[src/rtl/vending_machine_core_pkg.sv]
// vending_machine_core_pkg: shared state encoding and default coin/price tables
package vending_machine_core_pkg;
    typedef enum logic [1:0] {S_IDLE, S_CREDIT, S_RETURN} state_e;
    localparam logic [47:0] DEF_COIN_VALUES = {16'd1000, 16'd500, 16'd100};
    localparam logic [63:0] DEF_ITEM_PRICES = {16'd2000, 16'd1000, 16'd500, 16'd400};
endpackage

[src/rtl/vending_machine_core_if.sv]
// vending_machine_core_if: front-end coin/selection inputs and dispenser outputs of the core
interface vending_machine_core_if #(
    parameter int NUM_COINS  = 3,
    parameter int NUM_ITEMS  = 4,
    parameter int TOTAL_BITS = 16
);
    logic [NUM_COINS-1:0]            i_input_coin;
    logic [NUM_ITEMS-1:0]            i_select_item;
    logic                            i_trigger_return;
    logic [NUM_COINS*TOTAL_BITS-1:0] i_coin_value;
    logic [NUM_ITEMS*TOTAL_BITS-1:0] i_item_price;
    logic [NUM_ITEMS-1:0]            o_available_item;
    logic [NUM_ITEMS-1:0]            o_output_item;
    logic [NUM_COINS-1:0]            o_return_coin;
    logic                            o_coin_reject;
    logic                            o_residue;
    logic [TOTAL_BITS-1:0]           o_current_total;
    logic                            o_busy;
    modport master (
        output i_input_coin, i_select_item, i_trigger_return, i_coin_value, i_item_price,
        input  o_available_item, o_output_item, o_return_coin, o_coin_reject, o_residue,
               o_current_total, o_busy
    );
    modport slave (
        input  i_input_coin, i_select_item, i_trigger_return, i_coin_value, i_item_price,
        output o_available_item, o_output_item, o_return_coin, o_coin_reject, o_residue,
               o_current_total, o_busy
    );
endinterface

[src/rtl/vending_machine_core_change_selector.sv]
// vending_machine_core_change_selector: greedy pick of the largest coin not exceeding the total
module vending_machine_core_change_selector #(
    parameter int NUM_COINS  = 3,
    parameter int TOTAL_BITS = 16
) (
    input  logic [TOTAL_BITS-1:0]           total_i,
    input  logic [NUM_COINS*TOTAL_BITS-1:0] coin_value_i,
    output logic [NUM_COINS-1:0]            coin_o,
    output logic [TOTAL_BITS-1:0]           value_o,
    output logic                            none_o
);
    always_comb begin
        coin_o  = '0;
        value_o = '0;
        none_o  = 1'b1;
        for (int k = 0; k < NUM_COINS; k++) begin
            if (coin_value_i[k*TOTAL_BITS +: TOTAL_BITS] <= total_i) begin
                coin_o    = '0;
                coin_o[k] = 1'b1;
                value_o   = coin_value_i[k*TOTAL_BITS +: TOTAL_BITS];
                none_o    = 1'b0;
            end
        end
    end
endmodule

[src/rtl/vending_machine_core.sv]
// vending_machine_core: credit register, inactivity timer and IDLE/CREDIT/RETURN controller
module vending_machine_core
    import vending_machine_core_pkg::*;
#(
    parameter int NUM_COINS   = 3,
    parameter int NUM_ITEMS   = 4,
    parameter int TOTAL_BITS  = 16,
    parameter int WAIT_CYCLES = 10
) (
    input logic                 clk,
    input logic                 reset,
    vending_machine_core_if.slave bus
);
    localparam int SW = TOTAL_BITS + $clog2(NUM_COINS + 1);
    localparam int TW = $clog2(WAIT_CYCLES + 1);
    localparam logic [TW-1:0] TIMER_LOAD = TW'(WAIT_CYCLES);
    localparam logic [TOTAL_BITS-1:0] TOTAL_MAX = '1;

    state_e                state_q, state_d;
    logic [TOTAL_BITS-1:0] total_q, total_d;
    logic [TW-1:0]         timer_q, timer_d;
    logic [NUM_ITEMS-1:0]  item_q, item_d;
    logic [NUM_COINS-1:0]  ret_q, ret_d;
    logic                  reject_q, reject_d, residue_q, residue_d;
    logic [SW-1:0]         coin_sum, sum_total;
    logic                  coin_in, coin_ok;
    logic [NUM_ITEMS-1:0]  vend_oh, avail;
    logic [TOTAL_BITS-1:0] vend_price, pick_value;
    logic [NUM_COINS-1:0]  pick_coin;
    logic                  pick_none;

    vending_machine_core_change_selector #(.NUM_COINS(NUM_COINS), .TOTAL_BITS(TOTAL_BITS)) u_change (
        .total_i(total_q), .coin_value_i(bus.i_coin_value),
        .coin_o(pick_coin), .value_o(pick_value), .none_o(pick_none)
    );

    // Sum is kept wider than the credit so an overflowing insert is detectable
    always_comb begin
        coin_sum = '0;
        for (int k = 0; k < NUM_COINS; k++)
            coin_sum += bus.i_input_coin[k] ? SW'(bus.i_coin_value[k*TOTAL_BITS +: TOTAL_BITS]) : '0;
        sum_total = SW'(total_q) + coin_sum;
        coin_in   = |bus.i_input_coin;
        coin_ok   = coin_in && sum_total <= SW'(TOTAL_MAX);
    end

    // Descending scan so the lowest-index affordable selection wins
    always_comb begin
        vend_oh    = '0;
        vend_price = '0;
        avail      = '0;
        for (int k = NUM_ITEMS - 1; k >= 0; k--) begin
            avail[k] = state_q == S_CREDIT && bus.i_item_price[k*TOTAL_BITS +: TOTAL_BITS] <= total_q;
            if (bus.i_select_item[k] && bus.i_item_price[k*TOTAL_BITS +: TOTAL_BITS] <= total_q) begin
                vend_oh    = '0;
                vend_oh[k] = 1'b1;
                vend_price = bus.i_item_price[k*TOTAL_BITS +: TOTAL_BITS];
            end
        end
    end

    always_comb begin
        state_d   = state_q;
        total_d   = total_q;
        timer_d   = timer_q;
        item_d    = '0;
        ret_d     = '0;
        reject_d  = 1'b0;
        residue_d = 1'b0;
        case (state_q)
            S_IDLE: begin
                reject_d = coin_in && !coin_ok;
                if (coin_ok) begin
                    state_d = S_CREDIT;
                    total_d = TOTAL_BITS'(sum_total);
                    timer_d = TIMER_LOAD;
                end
            end
            S_CREDIT: begin
                if (bus.i_trigger_return) begin
                    state_d  = S_RETURN;
                    reject_d = coin_in;
                end else begin
                    reject_d = coin_in && !coin_ok;
                    item_d   = vend_oh;
                    total_d  = TOTAL_BITS'((coin_ok ? sum_total : SW'(total_q)) - SW'(vend_price));
                    if (coin_ok || |vend_oh)
                        timer_d = TIMER_LOAD;
                    else if (timer_q == '0)
                        state_d = S_RETURN;
                    else
                        timer_d = timer_q - 1'b1;
                end
            end
            S_RETURN: begin
                reject_d  = coin_in;
                ret_d     = pick_coin;
                total_d   = pick_none ? '0 : total_q - pick_value;
                residue_d = pick_none && total_q != '0;
                if (pick_none || total_q == pick_value)
                    state_d = S_IDLE;
            end
            default: state_d = S_IDLE;
        endcase
    end

    always_ff @(posedge clk or posedge reset) begin
        if (reset) begin
            state_q   <= S_IDLE;
            total_q   <= '0;
            timer_q   <= '0;
            item_q    <= '0;
            ret_q     <= '0;
            reject_q  <= 1'b0;
            residue_q <= 1'b0;
        end else begin
            state_q   <= state_d;
            total_q   <= total_d;
            timer_q   <= timer_d;
            item_q    <= item_d;
            ret_q     <= ret_d;
            reject_q  <= reject_d;
            residue_q <= residue_d;
        end
    end

    assign bus.o_available_item = avail;
    assign bus.o_output_item    = item_q;
    assign bus.o_return_coin    = ret_q;
    assign bus.o_coin_reject    = reject_q;
    assign bus.o_residue        = residue_q;
    assign bus.o_current_total  = total_q;
    assign bus.o_busy           = state_q == S_RETURN;
endmodule

[src/flat_wrapper.sv]
// flat-port wrapper written by rule: the top's interface ports become plain ports
module vending_machine_core_flat import vending_machine_core_pkg::*;
#(
    parameter int NUM_COINS   = 3,
    parameter int NUM_ITEMS   = 4,
    parameter int TOTAL_BITS  = 16,
    parameter int WAIT_CYCLES = 10
)
  (clk, reset, bus_i_input_coin, bus_i_select_item, bus_i_trigger_return, bus_i_coin_value, bus_i_item_price, bus_o_available_item, bus_o_output_item, bus_o_return_coin, bus_o_coin_reject, bus_o_residue, bus_o_current_total, bus_o_busy);
  vending_machine_core_if #(.NUM_COINS(NUM_COINS), .NUM_ITEMS(NUM_ITEMS), .TOTAL_BITS(TOTAL_BITS)) bus_i ();
  input logic clk;
  input logic reset;
  input wire logic [$bits(bus_i.i_input_coin)-1:0] bus_i_input_coin;
  input wire logic [$bits(bus_i.i_select_item)-1:0] bus_i_select_item;
  input wire logic [$bits(bus_i.i_trigger_return)-1:0] bus_i_trigger_return;
  input wire logic [$bits(bus_i.i_coin_value)-1:0] bus_i_coin_value;
  input wire logic [$bits(bus_i.i_item_price)-1:0] bus_i_item_price;
  output wire logic [$bits(bus_i.o_available_item)-1:0] bus_o_available_item;
  output wire logic [$bits(bus_i.o_output_item)-1:0] bus_o_output_item;
  output wire logic [$bits(bus_i.o_return_coin)-1:0] bus_o_return_coin;
  output wire logic [$bits(bus_i.o_coin_reject)-1:0] bus_o_coin_reject;
  output wire logic [$bits(bus_i.o_residue)-1:0] bus_o_residue;
  output wire logic [$bits(bus_i.o_current_total)-1:0] bus_o_current_total;
  output wire logic [$bits(bus_i.o_busy)-1:0] bus_o_busy;
  assign bus_i.i_input_coin = bus_i_input_coin;
  assign bus_i.i_select_item = bus_i_select_item;
  assign bus_i.i_trigger_return = bus_i_trigger_return;
  assign bus_i.i_coin_value = bus_i_coin_value;
  assign bus_i.i_item_price = bus_i_item_price;
  assign bus_o_available_item = bus_i.o_available_item;
  assign bus_o_output_item = bus_i.o_output_item;
  assign bus_o_return_coin = bus_i.o_return_coin;
  assign bus_o_coin_reject = bus_i.o_coin_reject;
  assign bus_o_residue = bus_i.o_residue;
  assign bus_o_current_total = bus_i.o_current_total;
  assign bus_o_busy = bus_i.o_busy;
  vending_machine_core #(.NUM_COINS(NUM_COINS), .NUM_ITEMS(NUM_ITEMS), .TOTAL_BITS(TOTAL_BITS), .WAIT_CYCLES(WAIT_CYCLES)) u_core (.clk(clk), .reset(reset), .bus(bus_i));
endmodule
[config.mk]
export PLATFORM = sky130hd
export DESIGN_NAME = vending_machine_core_flat
export DESIGN_NICKNAME = d
export VERILOG_FILES = /design/src/rtl/vending_machine_core_pkg.sv /design/src/rtl/vending_machine_core_if.sv /design/src/rtl/vending_machine_core_change_selector.sv /design/src/rtl/vending_machine_core.sv /design/src/flat_wrapper.sv
export SDC_FILE = /design/constraint.sdc
export NUM_CORES = 1
export LEC_CHECK = 0
export BUFFER_PORTS_ARGS = -buffer_cell sky130_fd_sc_hd__buf_2
export CELL_PAD_IN_SITES_DETAIL_PLACEMENT = 0
export CELL_PAD_IN_SITES_GLOBAL_PLACEMENT = 1
export CORE_UTILIZATION = 39
export CTS_BUF_LIST = sky130_fd_sc_hd__clkbuf_2
export DETAILED_ROUTE_END_ITERATION = 10
export PLACE_DENSITY = 0.84
export SLEW_MARGIN = 5
export SYNTH_ARGS = -nofsm -noshare
export SYNTH_HDL_FRONTEND = slang
export SYNTH_SLANG_ARGS = --single-unit
[constraint.sdc]
create_clock -name clk -period 5.4 [get_ports clk]
set_input_delay 1.35 -clock clk [delete_from_list [all_inputs] [get_ports clk]]
set_output_delay 1.35 -clock clk [all_outputs]
set_load 0.02 [all_outputs]
Word level (Yosys, flattened, before mapping)
Cells that the tools add are included.
W data, S select, Z words.
{ "op_classes": {"reduce_logical": 24, "magnitude_cmp": 8, "n_addsub": 6, "eq_ne": 9, "n_mux": 42} }
{ "op_table": {"columns": ["operator", "n"], "rows": [
  ["$mux W16", 14],
  ["$le A16 B16 Y1", 7],
  ["$pmux W16 S3", 1],
  ["$mux W4", 10],
  ["$add A18 B18 Y18", 2],
  ["$sub A16 B16 Y16", 2],
  ["$add A16 B18 Y18", 1],
  ["$le A18 B16 Y1 const B", 1],
  ["$eq A16 B16 Y1", 1],
  ["$reduce_bool A16 Y1", 1],
  ["$logic_and A1 B1 Y1", 11],
  ["$mux W2", 5],
  ["$mux W3", 3],
  ["$ne A3 B3 Y1 const B", 3],
  ["$pmux W4 S2", 1],
  ["$reduce_and A4 Y1", 2],
  ["$mux W1", 6],
  ["$pmux W2 S3", 1],
  ["$logic_not A4 Y1", 1],
  ["$ne A2 B1 Y1 const B", 2],
  ["$reduce_or A4 Y1", 1],
  ["$sub A4 B1 Y4 const B", 1],
  ["$pmux W1 S3", 1],
  ["$reduce_and A3 Y1", 1],
  ["9 further kinds", 10]
]} }
{ "totals": {"word_cells": 96, "regBits": 31, "output_inout_bits": 30, "input_bits": 122} }

Depth between registers and ports, before layout
Gate-level depths: netlist (run 1).
{ "logic_depth": {"ltp_word": 11, "ltp_mapped": 30, "depth_no_buf": 29} }

Modules after synthesis
A second synthesis (run 1) with hierarchy kept.
{ "unflattened": {"hier_cells": 1087, "area_unflattened_um2": 8643.3} }
{ "by_module_without_submodules": {"columns": ["module", "seq_area_each_um2", "n_inst", "cells_per_inst", "area_each_um2"], "rows": [
  ["vending_machine_core", 775.7, 1, 857, 6716.4],
  ["vending_machine_core_change_selector", 0.0, 1, 230, 1926.8]
]} }

Least setup slack after synthesis (run 1)
OpenSTA, ideal clock, no wires.
{ "synth_timing": {"kind": "input to register", "from": "input port bus_i_input_coin[0]", "to": "register u_core.total_q[12], in the netlist u_core.bus.o_current_total[12]", "setup_time_ps": 135, "t_required_ps": 5265, "path_slack_ps": -1848, "n_path_buf": 3, "cell_stages": 26, "arrival_time_ps": 7112, "path_cell_list": "clkbuf_1 and2_1 fa_1 inv_1 fa_1 inv_1 ha_1 or3_4 o311a_2 a31o_1 a21o_2 a21oi_4 buf_2 clkbuf_1 o21ai_0 fa_1 a21o_1 a21oi_1 nor2b_1 o21a_1 o21a_1 a41oi_1 nor2b_1 xnor2_1 a221oi_1 o22ai_1"} }
{ "synth_via": {"elab_chain_len": 10, "word_cells_on_any_way": 14, "cone_classes": "add/sub: 4; order compare: 1; eq/ne: 1; mux: 5; reduce/logical: 3"} }
{ "synth_lines": {"columns": ["element", "line_no", "text"], "rows": [
  ["start, declared", "flat_wrapper.sv:13", "input wire logic [$bits(bus_i.i_input_coin)-1:0] bus_i_input_coin;"],
  ["$mux W16", "vending_machine_core.sv:41", "coin_sum += bus.i_input_coin[k] ? SW'(bus.i_coin_value[k*TOTAL_BITS +: TOTAL_BITS]) : '0;"],
  ["$add A18 B18 Y18 (2 in a row)", "vending_machine_core.sv:41", null],
  ["$add A16 B18 Y18", "vending_machine_core.sv:42", "sum_total = SW'(total_q) + coin_sum;"],
  ["$le A18 B16 Y1", "vending_machine_core.sv:44", "coin_ok = coin_in && sum_total <= SW'(TOTAL_MAX);"],
  ["$logic_and A1 B1 Y1", "vending_machine_core.sv:44", null],
  ["$mux W16", "vending_machine_core.sv:86", "total_d = TOTAL_BITS'((coin_ok ? sum_total : SW'(total_q)) - SW'(vend_price));"],
  ["$sub A16 B16 Y16", "vending_machine_core.sv:86", null],
  ["$mux W16", "vending_machine_core.sv:80", "if (bus.i_trigger_return) begin"],
  ["$pmux W16 S3", "vending_machine_core.sv:70", "case (state_q)"],
  ["end signal, assigned", "vending_machine_core.sv:118", "total_q <= total_d;"],
  ["end, declared", "vending_machine_core.sv:20", "logic [TOTAL_BITS-1:0] total_q, total_d;"]
]} }
Parallel ways exist; a longest one is shown, timed or not. The select of a mux whose other input is x is not followed.
A chain may end at the register's enable or synchronous reset.

Worst setup path after layout (run 1)
{ "layout_timing": {"from": "input port bus_i_input_coin[0]", "to": "register u_core.total_q[14], in the netlist u_core.bus.o_current_total[14]"} }
The elaborated chain is that of the path after synthesis.

==> impl_metrics.yaml, run 1 <==
critical_path:
  startpoint_type: "input port"
  crit_path_end_kind: "flip-flop"
  worst-setup-path-type: "in -> reg"
  cpMaxStageDelayCell: "fa_1"
  worstPathArrival_ps: 6960
  cp_num_buf_inv: 5
  crit_family: "compound AO/OA/AOI/OAI gates"
  slowest_delay_ps: 560
  crit_fanout: 6
  worstPathRequired_ps: 5730
global_route:
  met3_usage_pct: 2.774
  grt_use_met2_pct: 48.84
  overflow: 0
  grt_max_degree: 32
  grt_antenna_before_repair: 1
  met1_usage_pct: 37.64
  grt_use_total_pct: 28.98
  grt_pass1_wl_mm: 50.09
  first_global_vias: 9985
  grt_busiest_layer: "met2"
placement:
  placed_cell_area_sq_um: 11840
  globalplace.congestion: 0.9899
  portBuffers: 151
  dpl.hpwl_mm: 27.59
yosys:
  synth_cells: 1084
  yosys_warnings: 0
  synth_cell_types: 85
  syn-cell-area_sq_um: 8518
  ys_top_cells_by_area: "ha_1 (24%), dfrtp_1 (9.1%), fa_1 (8.0%)"
  synth_edf_count: 0
  syn_nets: 1406
  async_flop_share_pct: 100.0
  synth_top_area_share_pct: 24.38
  ys_seq_area_share_pct: 9.107
  synth-main-ff-cell: "dfrtp_1"
  synth_seq_cells: 31
  avgSynthCellArea_sq_um: 7.858
  synth_top_area_cell: "ha_1"
floorplan:
  start_util_pct: 40.14
  fp.coreArea_sq_um: 21220
  fp.dieH_microns: 149.8
  io_pins: 152
  die-area_sq_um: 22440
  fp-row-count: 53
  die-width_microns: 149.8
finish:
  final_cell_mix: "buf_4 (305), ha_1 (150), buf_2 (147)"
  fillers: 1902
  fin_area_sq_um: 12660
  final_common_cell: "buf_4"
  drive_gt1_share_pct: 39.26
  syn2layout_area_growth_pct: 48.62
  nNetsFinal: 1852
timing:
  setup_viol: 22
  setup_slack_ps: -1223
  finalClockSkew_ps: 14.28
  rsz0062_at_grt: "true"
  slew_headroom_pct: 39.94
  period_needed_ps: 6623
  fin_setup_tns_ps: -15220
  finalMaxSlewViolations: 0
  tightest_slew_ps: 901.0
  post-route-period-util_pct: 122.7
  hold_viol: 0
  max_freq_mhz: 151.0
clock_network:
  clock-sinks: 31
  h-tree-depth: 2
  cts_buffer_depth: 2
  clk_latency_ps: 430
  cts_made_buffers: 5
  cts_tree: "built"
  clk_pin_slew_ps: 200
  root_buffer: "clkbuf_2"
run:
  max_cap_violations: 0
detailed_routing:
  drt_iter0_drc: 477
  drc_errors: 0
  antenna_left: 0
  drtPass1Iterations: 5
  avgViaCountPerCell: 5.639
  wire_per_inst_microns: 18.31
  drt-total-wl_mm: 33.09
  vias: 10190
outcome:
  status: "complete, but fails checks"
  violations: "setup timing"
min_path:
  hp-class: "reg -> reg"
synth_stat cells, types with 16 or more instances:
master,count
fa_1,34
nor3_1,31
nand4_1,16
xnor2_1,22
dfrtp_1,31
a221oi_1,21
nand2_1,62
nor3b_1,16
nand3_1,21
nor2b_1,31
ha_1,166
clkbuf_1,26
inv_1,103
a21oi_1,117
a21o_1,37
o21ai_0,49
and2_1,41
nor2_1,68
what timing repair did:
| item | 4_1_cts | 5_1_grt |
|---|---|---|
| pin swaps | 23 | 63 |
| gates cloned | 1 | 1 |
| gates resized for setup | 56 | 76 |
| endpoints found under the setup margin | 21 | 22 |
| buffers inserted | 13 | 10 |
| hold buffers | 0 | 0 |
per-stage QoR:
stage          utilization [%]  hold slack (ps)  std cells  setup slack (ps)
4_1_cts                  57.52            567.9       1796             -1141
3_5_place_dp             55.78            528.3       1775             -1726
2_1_floorplan                -            493.7       1084             -1254
5_1_grt                  59.66            583.5       1807             -1402
6_report                 59.66            567.0       1807             -1223
3_3_place_gp             55.78            517.0       1775             -1565
metal layers:
layer	wire, microns	share of wire (%)
met1	14150	43
met2	15300	46
met3	2314	7.0
met4	1322	4.0
met5	0	0
layout make-up:
cell class / instances / area [sq um] / share of cell area (%)
Clock buffer: 6 / 30.03 / 0.2372
Antenna cell: 1 / 2.502 / 0.01977
Sequential cell: 31 / 775.7 / 6.128
Inverter: 103 / 386.6 / 3.054
Clock inverter: 2 / 7.507 / 0.05930
Tap cell: 275 / 344.1 / 2.718
Multi-Input combinational cell: 916 / 7769 / 61.37
Timing Repair Buffer: 473 / 3344 / 26.42
sequential cells by signal, summed over array words and instances, names as in the netlist:
signal,flops
u_core.bus.o_coin_reject,1
u_core.bus.o_current_total,16
u_core.bus.o_output_item,4
u_core.bus.o_residue,1
u_core.bus.o_return_coin,3
u_core.state_q,2
u_core.timer_q,4
final timing paths:
| path | slack [ps] | to | cells after the start | startpoint |
|---|---|---|---|---|
| hold reg to reg | 570 | u_core.timer_q[3] | 1 | u_core.timer_q[3] |
| min in group asynchronous | 970 | u_core.timer_q[2] | 3 | reset |
| max in group asynchronous | 4100 | u_core.bus.o_current_total[9] | 3 | reset |
| setup / recovery | -1220 | u_core.bus.o_current_total[14] | 28 | bus_i_input_coin[0] |
| setup reg to reg | -300 | u_core.bus.o_current_total[14] | 24 | u_core.bus.o_current_total[12] |
| hold / removal | 570 | u_core.timer_q[3] | 1 | u_core.timer_q[3] |
logic make-up (layout without fill, tap and decap cells):
group / count (synthesis) / count (layout) / share of synthesized area [%]
mux: 6 / 6 / 0.7198
simple gates: 339 / 339 / 21.28
other cells: 0 / 1 / 0
flops: 31 / 31 / 9.107
xor+xnor: 37 / 37 / 3.981
fa+ha+maj: 200 / 200 / 32.37
buf+inv: 137 / 584 / 6.698
compound gates: 334 / 334 / 25.84
Power of run 1 is left out: the tool's default activity adds up to more than one toggle a clock period on the data nets, which glitch-free logic cannot reach.
==> inputs of run 2 (changes only) <==
- CTS_CLUSTER_DIAMETER: default -> 80
- SETUP_SLACK_MARGIN: default -> 0.3
- TNS_END_PERCENT: default -> 30
==> run 2 against run 1 <==
Cell area down 2.4%. Setup slack improved by 63 ps. Non-clock buffer count fell by 7. Largest cell class unchanged. The run still ends with setup timing left.
==> impl_metrics.yaml, run 2 (synthesis results as in run 1) <==
timing:
  fin_setup_tns_ps: -11890
  rsz0062_at_grt: "true"
  hold_ws_ps: 568.6
  tightest_slew_ps: 834.9
  setup_slack_ps: -1161
  setup_viol: 19
  hold_viol: 0
  period_needed_ps: 6561
  slew_headroom_pct: 44.34
  max_freq_mhz: 152.4
  finalClockSkew_ps: 31.15
  post-route-period-util_pct: 121.5
  finalMaxSlewViolations: 0
finish:
  final_cell_mix: "buf_4 (305), ha_1 (155), buf_2 (146)"
  largest_reg_flops: 16
  drive_gt1_share_pct: 37.34
  syn2layout_area_growth_pct: 45.07
  final_common_cell: "buf_4"
  fillers: 1961
  finalNonFillerCells: 1800
  nNetsFinal: 1845
  fin_area_sq_um: 12360
critical_path:
  cp_num_buf_inv: 8
  slowest_delay_ps: 560
  worstPathRequired_ps: 5730
  worst-setup-path-type: "in -> reg"
  cpMaxStageDelayCell: "fa_1"
  startpoint_type: "input port"
  crit_path_end_kind: "flip-flop"
  crit_family: "compound AO/OA/AOI/OAI gates"
  crit_fanout: 11
  worstPathArrival_ps: 6890
placement:
  globalplace.congestion: 0.9712
  placed_cell_area_sq_um: 11770
  portBuffers: 151
  dpl.hpwl_mm: 27.34
  placed_cells: 1767
min_path:
  hp-class: "reg -> reg"
clock_network:
  h-tree-depth: 2
  cts_tree: "built"
  cts_buffer_depth: 2
  clk_latency_ps: 430
  clk_pin_slew_ps: 200
  root_buffer: "clkbuf_2"
  cts_made_buffers: 5
  clock-sinks: 31
detailed_routing:
  antenna_left: 0
  drc_errors: 0
  wire_per_inst_microns: 18.05
  avgViaCountPerCell: 5.544
  vias: 9980
  drt-total-wl_mm: 32.49
  drtPass1Iterations: 5
  drt_iter0_drc: 496
outcome:
  status: "complete, but fails checks"
  violations: "setup timing"
floorplan:
  fp.coreArea_sq_um: 21220
  fp-row-count: 53
  die-width_microns: 149.8
  fp.dieH_microns: 149.8
  die-area_sq_um: 22440
  start_util_pct: 40.14
  io_pins: 152
global_route:
  first_global_vias: 9653
  grt_antenna_before_repair: 1
  overflow: 0
  grt_max_degree: 32
  grt_pass1_wl_mm: 49.80
  grt_use_total_pct: 28.79
run:
  max_cap_violations: 0
[run 2: repair_timing]
action                     4_1_cts  5_1_grt
setup endpoints to repair       22       22
cloned                           1        0
hold buffers                     0        0
setup buffers                   15        8
resized for setup               66       28
pin swaps                       51       22
[run 2: final cells by class]
class	instances	area [sq um]	share of cell area (%)
Inverter	103	386.6	3.129
Antenna cell	1	2.502	0.02025
Sequential cell	31	775.7	6.278
Clock inverter	2	7.507	0.06075
Timing Repair Buffer	466	3258	26.37
Clock buffer	6	30.03	0.2430
Multi-Input combinational cell	916	7552	61.12
Tap cell	275	344.1	2.785
[run 2: through the flow]
| step | setup slack, ps | utilization (%) |
|---|---|---|
| 3_3_place_gp | -1474 | 55.44 |
| 6_report | -1161 | 58.23 |
| 5_1_grt | -1360 | 58.23 |
| 4_1_cts | -1046 | 57.45 |
| 2_1_floorplan | -1256 | - |
| 3_5_place_dp | -1616 | 55.44 |
[run 2: layer usage]
layer,up-vias,GRT usage [%],part of all wire [%]
met5,-,0,0
met1,4645,38.97,45
li1,4856,-,-
met2,417,47.99,45
met3,62,1.860,6.6
met4,0,10.51,3.8
[run 2: worst register-to-register path: stages, from the launching register on]
cell and delay [ps]:
dfrtp_1 410, inv_1 260, ha_1 320, and3_1 200
buf_4 150, and4_1 220, a41oi_1 380, nor2b_4 110
nor3_1 200, a211oi_1 80, a21oi_1 240, ha_1 220
inv_1 50, fa_1 400, a21o_1 170, a21o_1 190
a21oi_1 220, o21ai_0 240, a2111oi_0 470, buf_4 180
o31ai_1 70, a21oi_1 180, xnor2_1 180, a221oi_1 130
o31ai_1 270
[run 2: worst paths after layout]
| path | start | end | slack [ps] | depth (start not counted) |
|---|---|---|---|---|
| setup / recovery | bus_i_input_coin[0] | u_core.bus.o_current_total[14] | -1160 | 30 |
| setup reg to reg | u_core.bus.o_current_total[12] | u_core.bus.o_current_total[14] | -200 | 24 |
| hold / removal | u_core.timer_q[3] | u_core.timer_q[3] | 570 | 1 |
| hold reg to reg | u_core.timer_q[3] | u_core.timer_q[3] | 570 | 1 |
| max in group asynchronous | reset | u_core.bus.o_current_total[9] | 4080 | 3 |
| min in group asynchronous | reset | u_core.state_q[1] | 970 | 3 |
Power of run 2 is left out for the same reason.
